$ cat config.mk
export PLATFORM = sky130hd
export DESIGN_NAME = game_ctrl_flat
export DESIGN_NICKNAME = d
export VERILOG_FILES = /design/src/rtl/game_ctrl_if.sv /design/src/rtl/game_ctrl.sv /design/src/flat_wrapper.sv
export SDC_FILE = /design/constraint.sdc
export NUM_CORES = 1
export LEC_CHECK = 0
export ABC_AREA = 1
export CAP_MARGIN = 20
export CORE_UTILIZATION = 46
export DETAILED_ROUTE_END_ITERATION = 12
export PLACE_DENSITY = 0.78
export SLEW_MARGIN = 25
export SYNTH_ARGS = -nofsm -noshare
export SYNTH_HDL_FRONTEND = slang
export SYNTH_SLANG_ARGS = --single-unit
$ cat constraint.sdc
create_clock -name clk -period 2.11 [get_ports clk]
set_input_delay 0.422 -clock clk [delete_from_list [all_inputs] [get_ports clk]]
set_output_delay 0.422 -clock clk [all_outputs]
set_load 0.02 [all_outputs]
$ cat src/rtl/game_ctrl_if.sv
// Signal bundle between the rhythm-game flow controller and its surroundings
// (buttons, ms tick, note generator, game timer, display).
interface game_ctrl_if;
  // Inputs are sampled on the rising clk edge. Buttons and the tick are
  // one-cycle pulses, i_game_end is a level. There is no back-pressure:
  // every pulse seen at an edge is consumed at that edge or deliberately ignored.
  logic       i_tick_1ms;
  logic       i_btn_start;
  logic       i_btn_pause;
  logic       i_game_end;
  logic [2:0] o_state;
  logic       o_timer_en;
  logic       o_timer_clr;
  logic       o_gen_rst;
  logic       o_input_en;
  logic [2:0] o_digit;
  logic       o_result_pulse;

  modport master (
    output i_tick_1ms, i_btn_start, i_btn_pause, i_game_end,
    input  o_state, o_timer_en, o_timer_clr, o_gen_rst, o_input_en,
           o_digit, o_result_pulse
  );

  modport slave (
    input  i_tick_1ms, i_btn_start, i_btn_pause, i_game_end,
    output o_state, o_timer_en, o_timer_clr, o_gen_rst, o_input_en,
           o_digit, o_result_pulse
  );
endinterface

$ cat src/rtl/game_ctrl.sv
// Game flow controller: idle -> countdown -> play/pause -> tail -> result.
// Drives game_timer enable/clear, note_gen reset and player input gating.
module game_ctrl #(
  parameter int COUNTDOWN_MS = 1000,
  parameter int COUNT_STEPS  = 3,
  parameter int TAIL_MS      = 2000
) (
  input logic        clk,
  input logic        rst,
  game_ctrl_if.slave bus
);

  typedef enum logic [2:0] {
    S_IDLE      = 3'd0,
    S_COUNTDOWN = 3'd1,
    S_PLAY      = 3'd2,
    S_PAUSE     = 3'd3,
    S_TAIL      = 3'd4,
    S_RESULT    = 3'd5
  } state_t;

  localparam logic [15:0] CD_LAST    = 16'(COUNTDOWN_MS - 1);
  localparam logic [15:0] TAIL_LAST  = 16'(TAIL_MS - 1);
  localparam logic [2:0]  DIGIT_INIT = 3'(COUNT_STEPS);

  state_t      state_q, state_d;
  logic [15:0] ms_q, ms_d;
  logic [2:0]  digit_q, digit_d;

  logic timer_en_q, timer_en_d;
  logic timer_clr_q, timer_clr_d;
  logic gen_rst_q, gen_rst_d;
  logic input_en_q, input_en_d;
  logic pulse_q, pulse_d;

  // State, counter and digit registers
  always_ff @(posedge clk or posedge rst) begin
    if (rst) begin
      state_q <= S_IDLE;
      ms_q    <= '0;
      digit_q <= '0;
    end else begin
      state_q <= state_d;
      ms_q    <= ms_d;
      digit_q <= digit_d;
    end
  end

  // Next-state logic. The ms counter is zeroed whenever the state changes,
  // so a tick coinciding with the entering event is never counted.
  always_comb begin
    state_d = state_q;
    digit_d = digit_q;
    ms_d    = ms_q;
    if (bus.i_tick_1ms) ms_d = ms_q + 16'd1;

    case (state_q)
      S_IDLE: begin
        if (bus.i_btn_start) begin
          state_d = S_COUNTDOWN;
          digit_d = DIGIT_INIT;
        end
      end
      S_COUNTDOWN: begin
        if (bus.i_btn_start) begin
          state_d = S_IDLE;
          digit_d = '0;
        end else if (bus.i_tick_1ms && (ms_q == CD_LAST)) begin
          ms_d    = '0;
          digit_d = digit_q - 3'd1;
          if (digit_q == 3'd1) state_d = S_PLAY;
        end
      end
      S_PLAY: begin
        if (bus.i_game_end)       state_d = S_TAIL;
        else if (bus.i_btn_pause) state_d = S_PAUSE;
      end
      S_PAUSE: begin
        if (bus.i_btn_start)      state_d = S_IDLE;
        else if (bus.i_btn_pause) state_d = S_PLAY;
      end
      S_TAIL: begin
        if (bus.i_tick_1ms && (ms_q == TAIL_LAST)) state_d = S_RESULT;
      end
      S_RESULT: begin
        if (bus.i_btn_start) begin
          state_d = S_COUNTDOWN;
          digit_d = DIGIT_INIT;
        end
      end
      default: begin
        state_d = S_IDLE;
        digit_d = '0;
      end
    endcase

    if (state_d != state_q) ms_d = '0;
  end

  // Output decode of the upcoming state, registered below so outputs
  // change on the same edge as the state they belong to.
  always_comb begin
    timer_en_d  = 1'b0;
    timer_clr_d = 1'b1;
    gen_rst_d   = 1'b1;
    input_en_d  = 1'b0;
    case (state_d)
      S_PLAY, S_TAIL: begin
        timer_en_d  = 1'b1;
        timer_clr_d = 1'b0;
        gen_rst_d   = 1'b0;
        input_en_d  = 1'b1;
      end
      S_PAUSE, S_RESULT: begin
        timer_clr_d = 1'b0;
        gen_rst_d   = 1'b0;
      end
      default: begin
        timer_clr_d = 1'b1;
        gen_rst_d   = 1'b1;
      end
    endcase
    pulse_d = (state_q == S_TAIL) && (state_d == S_RESULT);
  end

  always_ff @(posedge clk or posedge rst) begin
    if (rst) begin
      timer_en_q  <= 1'b0;
      timer_clr_q <= 1'b1;
      gen_rst_q   <= 1'b1;
      input_en_q  <= 1'b0;
      pulse_q     <= 1'b0;
    end else begin
      timer_en_q  <= timer_en_d;
      timer_clr_q <= timer_clr_d;
      gen_rst_q   <= gen_rst_d;
      input_en_q  <= input_en_d;
      pulse_q     <= pulse_d;
    end
  end

  assign bus.o_state        = state_q;
  assign bus.o_timer_en     = timer_en_q;
  assign bus.o_timer_clr    = timer_clr_q;
  assign bus.o_gen_rst      = gen_rst_q;
  assign bus.o_input_en     = input_en_q;
  assign bus.o_digit        = digit_q;
  assign bus.o_result_pulse = pulse_q;

endmodule
$ cat src/flat_wrapper.sv
// flat-port wrapper written by rule: the top's interface ports become plain ports
module game_ctrl_flat 
#(
  parameter int COUNTDOWN_MS = 1000,
  parameter int COUNT_STEPS  = 3,
  parameter int TAIL_MS      = 2000
)
  (clk, rst, bus_i_tick_1ms, bus_i_btn_start, bus_i_btn_pause, bus_i_game_end, bus_o_state, bus_o_timer_en, bus_o_timer_clr, bus_o_gen_rst, bus_o_input_en, bus_o_digit, bus_o_result_pulse);
  game_ctrl_if bus_i ();
  input logic clk;
  input logic rst;
  input wire logic [$bits(bus_i.i_tick_1ms)-1:0] bus_i_tick_1ms;
  input wire logic [$bits(bus_i.i_btn_start)-1:0] bus_i_btn_start;
  input wire logic [$bits(bus_i.i_btn_pause)-1:0] bus_i_btn_pause;
  input wire logic [$bits(bus_i.i_game_end)-1:0] bus_i_game_end;
  output wire logic [$bits(bus_i.o_state)-1:0] bus_o_state;
  output wire logic [$bits(bus_i.o_timer_en)-1:0] bus_o_timer_en;
  output wire logic [$bits(bus_i.o_timer_clr)-1:0] bus_o_timer_clr;
  output wire logic [$bits(bus_i.o_gen_rst)-1:0] bus_o_gen_rst;
  output wire logic [$bits(bus_i.o_input_en)-1:0] bus_o_input_en;
  output wire logic [$bits(bus_i.o_digit)-1:0] bus_o_digit;
  output wire logic [$bits(bus_i.o_result_pulse)-1:0] bus_o_result_pulse;
  assign bus_i.i_tick_1ms = bus_i_tick_1ms;
  assign bus_i.i_btn_start = bus_i_btn_start;
  assign bus_i.i_btn_pause = bus_i_btn_pause;
  assign bus_i.i_game_end = bus_i_game_end;
  assign bus_o_state = bus_i.o_state;
  assign bus_o_timer_en = bus_i.o_timer_en;
  assign bus_o_timer_clr = bus_i.o_timer_clr;
  assign bus_o_gen_rst = bus_i.o_gen_rst;
  assign bus_o_input_en = bus_i.o_input_en;
  assign bus_o_digit = bus_i.o_digit;
  assign bus_o_result_pulse = bus_i.o_result_pulse;
  game_ctrl #(.COUNTDOWN_MS(COUNTDOWN_MS), .COUNT_STEPS(COUNT_STEPS), .TAIL_MS(TAIL_MS)) u_core (.clk(clk), .rst(rst), .bus(bus_i));
endmodule
==> summary by stage, run 1 <==
Run status
The run finished with clean final reports.

Worst setup path
The reg-to-reg endpoint is u_core.ms_q[3]. The critical path goes through clkdlybuf4s50_1. The data arrival time of the critical path is 1.51 ns. For flop-to-flop paths, the worst setup slack is 0.34 ns. The critical-path maximum fanout is 6. The critical path class is reg2out. The critical path launch point type is a register. The number of cells on the worst reg-to-reg path is 11.

On the critical path, the stage with the largest delay is an instance of sky130_fd_sc_hd__clkdlybuf4s50_1. The largest single stage delay on the critical path is 0.66 ns. The end point of the critical path is bus_o_state[2]. The required time at the worst-slack endpoint is 1.69 ns. The kind of cell with the highest combined delay along the critical path is buffers and inverters. The critical path starts at u_core.bus.o_state[2]. In this run the number of cells on the critical path is 1.

The combined buffer and inverter count along the critical path is 1. In this run the critical register-to-register path is launched from u_core.ms_q[0]. The endpoint type of the worst setup path is a primary output.

Cells and area
The relative area change from synthesis to final layout is 18.6%. The antenna diode instance count is 0. The multi-input combinational cells in the finished layout cover a total of 882 µm². The count of fill cells added during filler insertion is 287. The final layout net count is 254. The count of cells in the finished layout, fillers not included, comes to 290.

Of the cells placed in the final design, the portion with a size suffix greater than 1 is 19.7%. Summing all flip-flop and latch instances after layout gives 627 µm².

Clock tree
The maximum buffer depth of the clock tree is 2. The total clock buffers created by CTS is 3. After clock tree synthesis, the clock-pin slew on the worst setup and hold paths is 0.13 ns. The number of setup buffers added after CTS is 0. The clock drives 25 sinks. The number of instances resized during post-cts repair is 0. The clock root buffer master is sky130_fd_sc_hd__clkbuf_4.

TritonCTS built the clock tree. The count of hold-fix buffers inserted at cts is 0. The clock latency on the worst-skew pair is 0.32 ns.

CTS built an H-tree with a depth of 1.

Logic synthesis
The instance count of the mapped netlist is 217. The number of synthesis warnings is 0. Synthesis produced a netlist with a net count of 226.

The cell type with the largest total area after synthesis is sky130_fd_sc_hd__dfrtp_1. In the synthesized netlist the async set-or-reset flop fraction comes to 100%. Summed over its instances, the top area cell type makes up 36.1% of the synthesized netlist area. After synthesis, flip-flops and latches occupy 37.6% of the total area. After synthesis, the largest family of logic cells by area is simple AND/OR/NAND/NOR gates.

The number of distinct standard cells referenced by the synthesized netlist is 26. Summing the areas of all and, or, nand and nor instances in the mapped netlist gives 41.2% of the synthesized area. After Yosys synthesis, XOR and XNOR cells account for 4.21% of the synthesized area. The synthesized design contains 25 register bits. The commonest cells after synthesis are sky130_fd_sc_hd__nand2_1 (43), sky130_fd_sc_hd__inv_1 (30), sky130_fd_sc_hd__nor2_1 (30).

The post-synthesis area per instance is 7.67 µm². Yosys attributes the largest share of cell area to sky130_fd_sc_hd__dfrtp_1 (36%), sky130_fd_sc_hd__nand2_1 (9.7%), sky130_fd_sc_hd__nor2_4 (7.4%). Counting flops with a built-in enable in the synthesized netlist gives 0. The cell area after synthesis is 1670 µm². The compound-gate portion of the synthesized area is 5.33%. The share of synthesized cell area in full adder, half adder and majority cells is 2.25%.

The prevailing post-synth register cell is sky130_fd_sc_hd__dfrtp_1. The mux share of post-synthesis cell area is 0%. sky130_fd_sc_hd__nand2_1 is the most common cell in the netlist.

Global route
The aggregate global-route resource usage is 18.1%. For this run the aggregate overflow at the end of global routing stands at 0. The number of antenna violations at the first check in global routing was 0. Entering global routing, the biggest net connects 26 pins.

The via count of the first global-routing pass is 1,301. The first-pass GRT wire length is 5.62 mm.

Place
The weighted congestion reported at the end of routability-driven placement is 0.855. Counting tap cells, the placed design contains a total of 286 instances. Input and output buffers added on the ports amount to 16. Summed over all nets, the half-perimeter wirelength after detailed placement is 2.55 mm.

Die
The die covers 3870 µm². The horizontal die dimension is 62.2 µm. The region available for standard cell placement spans 3390 µm².

For this configuration, the core starts out at a cell density of 49.1%. The floorplan has 21 rows. The die boundary height is 62.2 µm. 17 I/O pins were placed.

STA
The highest attainable clock frequency is 518 MHz. The worst-case clock skew is 0.00277 ns. For the final routed database, the setup TNS stands at 0 ns. The worst path uses 91.6% of the clock period.

The worst path needs 1.93 ns of the cycle, external delays included. The relative slew slack is 76.2%. The slew at the pin with the worst max-slew slack is 0.353 ns. Setup repair after global routing left no endpoint under its margin. Setup violations remaining at the end of the flow were counted as 0. The max-slew violation count is 0. The final number of hold-violating endpoints was 0.

Route
The number of DRC violations after detailed routing is 0. The number of iterations in the first detailed-routing pass is 4. The detailed router's first-iteration violation count is 71. The average wire per cell in the routed design is 11.3 µm.

The residual antenna-violating net count after detailed routing is 0. The final wirelength is 3.27 mm. The detailed-route via count is 1,436. Using the TritonRoute via totals, the vias-per-cell ratio works out to 4.95.

Pwr
IR analysis of the VDD net gives a maximum drop of 0.921 mV. Dividing total power by cell area gives a power density of 869 nW/µm². The standby leakage power is 0.910 nW.

Job
The max-capacitance violation count is 0.

Hold path
The class of the most critical hold timing path is in2async.
layer usage:
layer	global-route usage (%)	share of wire (%)	vias up
met2	30.5	47	38
met1	24.2	48	656
met5	0	0	-
met4	5.52	1.4	0
met3	2.39	3.9	7
li1	-	-	735
sequential cells by signal (all words and copies together) (netlist names):
signal / count
u_core.ms_q: 16
u_core.bus.o_result_pulse: 1
u_core.bus.o_timer_clr: 1
u_core.bus.o_digit: 3
u_core.bus.o_state: 3
u_core.bus.o_timer_en: 1
cells in the final DEF, fill, tap and decap left out:
| master | count |
|---|---|
| sky130_fd_sc_hd__nand3_4 | 1 |
| sky130_fd_sc_hd__ha_1 | 3 |
| sky130_fd_sc_hd__buf_4 | 8 |
| sky130_fd_sc_hd__nor2_2 | 6 |
| sky130_fd_sc_hd__o31ai_1 | 1 |
| sky130_fd_sc_hd__o21ai_1 | 1 |
| sky130_fd_sc_hd__nand4_1 | 7 |
| sky130_fd_sc_hd__clkbuf_1 | 1 |
| sky130_fd_sc_hd__nand3_2 | 2 |
| sky130_fd_sc_hd__xor2_1 | 8 |
| sky130_fd_sc_hd__nor3_1 | 7 |
| sky130_fd_sc_hd__a21oi_1 | 4 |
| sky130_fd_sc_hd__dfstp_2 | 1 |
| sky130_fd_sc_hd__or2_2 | 4 |
| sky130_fd_sc_hd__buf_12 | 2 |
| sky130_fd_sc_hd__o211ai_1 | 3 |
| sky130_fd_sc_hd__o21ai_0 | 5 |
| sky130_fd_sc_hd__a21oi_2 | 1 |
| sky130_fd_sc_hd__clkinv_2 | 1 |
| sky130_fd_sc_hd__nor2_1 | 30 |
| sky130_fd_sc_hd__inv_2 | 1 |
| sky130_fd_sc_hd__dfrtp_1 | 24 |
| sky130_fd_sc_hd__nand2_2 | 7 |
| sky130_fd_sc_hd__clkdlybuf4s50_1 | 16 |
| sky130_fd_sc_hd__nand2_1 | 43 |
| sky130_fd_sc_hd__inv_1 | 30 |
| sky130_fd_sc_hd__nor2_4 | 11 |
| sky130_fd_sc_hd__clkbuf_4 | 3 |
| sky130_fd_sc_hd__nand3_1 | 13 |
cell families after synthesis:
logic type / Yosys count
buf+inv: 35
simple gates: 131
xor+xnor: 8
fa+ha+maj: 3
compound gates: 15
flops: 25
worst min path at each step:
stage / start / to / slack [ns] / depth (start not counted)
4_1_cts: rst / u_core.bus.o_state[2] / 0.45 / 3
2_1_floorplan: rst / u_core.bus.o_digit[0] / 0.45 / 1
3_3_place_gp: u_core.bus.o_digit[2] / u_core.bus.o_digit[2] / 0.54 / 2
3_5_place_dp: u_core.bus.o_digit[2] / u_core.bus.o_digit[2] / 0.56 / 2
6_report: rst / u_core.bus.o_state[2] / 0.43 / 3
5_1_grt: rst / u_core.bus.o_state[1] / 0.50 / 3
through the flow:
stage	total power (W)	area [µm²]	util, %	setup slack, ns	hold slack, ns
CTS	0.00173	1970	58.3	0.178	0.453
finish	0.00172	1970	58.3	0.178	0.431
floorplan	0.00120	1670	-	0.452	0.449
global route	0.00183	1970	58.3	0.132	0.499
detailed placement	0.00151	1950	57.5	0.00177	0.557
global placement	0.00150	1950	57.5	0.0311	0.538
final cells by class:
type,count,share of cell area (%)
multi-input cells,157,44.7
flip-flops and latches,25,31.7
repair buffers,26,13.2
inverters,32,6.15
well taps,46,2.92
clock buffers,4,1.33
where the power goes:
part,leakage (nW),switching (W),internal (W)
logic,0.560,0.000510,0.000386
registers,0.335,0.0000634,0.000537
clock network,0.0150,0.000145,0.0000742
total,0.910,0.000719,0.000998
(Power assumes the default switching activity.)
==> run 2, diff against run 1 <==
ABC_CLOCK_PERIOD_IN_PS = 1950   (was unset)
CORE_MARGIN = 5   (was unset)
clock period = 1.95 ns   (was 2.11 ns; I/O delays follow)
==> summary by stage, run 2 (synthesis results as in run 1) <==
STA
The worst-case clock skew was 0.00259 ns (-0.000178 ns). The post-route fraction of the period consumed by the critical path is 95.4%. The post-layout worst setup margin is 0.0898 ns (-0.0880 ns). The slew at the pin with the worst max-slew slack was 0.349 ns (-0.00476 ns). The highest attainable clock frequency is 538 MHz. Setup repair after global routing left no endpoint under its margin. The clock period could shrink to 1.86 ns. The final number of setup-violating endpoints is 0 (unchanged). The max-slew violation count is 0 (unchanged). The final number of hold-violating endpoints was 0 (unchanged). The relative slew slack is 76.5% (+0.32 points). The post-route setup TNS came to 0 ns (unchanged).

Cells and area
The flip-flop count of the largest register, all copies and words added came to 16 (unchanged). Leaving out fill and tap cells, the most frequent cell in the layout is sky130_fd_sc_hd__nand2_1. The final layout net count is 256 (+0.79%). The antenna diode instance count was 0 (unchanged). The fraction of layout cells with a size suffix above 1 came to 21.1% (+1.5 points). Relative to the synthesized area, the layout overhead comes to 20.4%. The top register by number of flip-flops is u_core.ms_q.

The top cell types in the final layout, fill and taps aside, are sky130_fd_sc_hd__nand2_1 (43), sky130_fd_sc_hd__inv_1 (30), sky130_fd_sc_hd__nor2_1 (29). The count of fill cells added during filler insertion is 320 (+11%). The share of the core filled with cells in the final layout is 58.7% (+0.47 points).

Pwr
The portion of total power attributed to combinational logic is 54.1% (+1.9 points). The clock power share came to 12.0% (-0.8 points). The standby leakage power was 0.927 nW (+1.9%). The total internal power is 0.00113 W (+13%).

The cell area power density is 959 nW/µm² (+10%). The switching power share of the total was 41.2% (-0.69 points). The net switching power figure is 0.000793 W (+10%). The highest ir drop seen on vdd is 0.526 mV (-43%).

The share of total power in sequential cells is 33.8% (-1.2 points).

Global route
The largest net degree at the start of global routing is 26 (unchanged). The first-pass GRT wire length was 5.82 mm (+3.6%). The final global-route overflow total is 0 (unchanged). The number of antenna violations at the first check in global routing is 0 (unchanged). The met2 track utilization from global routing is 23.7% (-6.8 points). The routing usage on met1 is 18.7% (-5.5 points). The most congested layer reported by global routing is met2.

The global routing met3 resource utilization is 3.30% (+0.91 points). The aggregate global-route resource usage is 14.4% (-3.7 points). The via count of the first global-routing pass is 1,325 (+1.8%).

Worst setup path
The critical-path maximum fanout was 6 (unchanged). The cell family contributing the most delay on the critical path is buffers and inverters. Traced cell by cell, the critical path runs through clkdlybuf4s50_1. The combined buffer and inverter count along the critical path is 1 (unchanged). The most critical setup path has its startpoint at u_core.bus.o_state[2]. The worst setup path is launched from a register. The slowest cell on the critical path is sky130_fd_sc_hd__clkdlybuf4s50_1.

The required time at the worst-slack endpoint was 1.56 ns (-0.13 ns). The largest stage delay on the critical path was 0.65 ns (about the same). The reg-to-reg endpoint is u_core.ms_q[2]. The reg2reg setup slack is 0.16 ns (-0.18 ns).

The depth of the worst register-to-register path is 10 (-1). The endpoint type of the worst setup path is a primary output. The startpoint identified for the worst register-to-register timing path is u_core.bus.o_state[0].

The critical path class is reg2out. The data arrival time of the critical path is 1.47 ns (-0.04 ns).

Route
The detailed router's first-iteration violation count is 90 (+27%). The residual antenna-violating net count after detailed routing is 0 (unchanged). The detailed-route via count is 1,426 (-0.70%). The number of DRC violations after detailed routing is 0 (unchanged). The final wirelength is 3.32 mm (+1.7%). The via density per instance is 4.88 (-1.4%).

The number of iterations in the first detailed-routing pass came to 4 (unchanged). The average wire per cell in the routed design was 11.4 µm (+0.96%).

Die
The number of core rows is 21 (unchanged). The effective utilization at floorplan is 48.8% (-0.38 points). The number of top-level pins is 17 (unchanged). The area enclosed by the die boundary was 4920 µm² (+27%). The horizontal die dimension is 70.2 µm (+13%). The die boundary height is 70.2 µm (+13%). The core area came to 3420 µm² (+0.78%).

Clock tree
The number of instances resized during post-cts repair is 0 (unchanged). TritonCTS built the clock tree. Clock tree synthesis selected as its root buffer the cell sky130_fd_sc_hd__clkbuf_4. The number of setup buffers added after CTS is 0 (unchanged). The total number of H-tree levels is 1 (unchanged). The total clock buffers created by CTS is 3 (unchanged). The maximum buffer depth of the clock tree is 2 (unchanged). The clock transition at the registers of the reported paths is 0.14 ns (about the same).

The clock latency on the worst-skew pair is 0.32 ns (about the same). The clock net sink count is 25 (unchanged). The count of hold-fix buffers inserted at cts is 0 (unchanged).

Place
The pre-CTS setup slack is -0.123 ns (-0.124 ns). The count of port buffers added during placement was 16 (unchanged). The estimated wirelength of the detail-placed design is 2.62 mm (+2.6%). The weighted congestion reported at the end of routability-driven placement is 0.869 (+1.7%).

Run status
The run finished with clean final reports.

Hold path
The path class of the tightest hold or removal check is in2async.

Job
The max-capacitance violation count is 0 (unchanged).
run 2: worst max path at each step:
stage	end	slack (ns)	cells past startpoint
floorplan	u_core.ms_q[11]	0.29	11
finish	bus_o_state[2]	0.09	1
global placement	u_core.ms_q[2]	-0.04	11
global route	bus_o_state[2]	0.01	1
CTS	bus_o_state[2]	0.07	1
detailed placement	u_core.bus.o_digit[2]	-0.12	10
run 2: cell type report:
class / instances / area, µm² / area share [%]
Clock buffer: 3 / 22.5 / 1.12
Clock inverter: 1 / 5.00 / 0.250
Inverter: 32 / 121 / 6.05
Multi-Input combinational cell: 157 / 885 / 44.1
Sequential cell: 25 / 627 / 31.3
Tap cell: 46 / 57.6 / 2.87
Timing Repair Buffer: 28 / 288 / 14.3
run 2: per-layer routing:
metal  share of wire [%]  wire length [µm]
met5                   0                 0
met4                 1.5                50
met3                 2.7                91
met2                  49              1620
met1                  47              1560
run 2: metrics by stage:
step	cells	power, W	cell area [µm²]	hold slack [ns]
2_1_floorplan	217	0.00130	1670	0.417
3_3_place_gp	288	0.00169	1980	0.533
3_5_place_dp	288	0.00171	1980	0.541
4_1_cts	292	0.00195	2000	0.414
5_1_grt	292	0.00206	2010	0.444
6_report	292	0.00192	2010	0.414
run 2: power by group through the flow:
stage          sequential [W]  combinational [W]  clock, W
6_report             0.000651            0.00104  0.000231
5_1_grt              0.000664            0.00114  0.000260
4_1_cts              0.000651            0.00105  0.000244
3_5_place_dp         0.000659            0.00105         0
3_3_place_gp         0.000659            0.00103         0
2_1_floorplan        0.000693           0.000607         0
run 2: worst min-delay path, stage by stage:
cell,delay [ns]
sky130_fd_sc_hd__clkdlybuf4s50_1,0.40
sky130_fd_sc_hd__inv_1,0.05
sky130_fd_sc_hd__buf_4,0.31
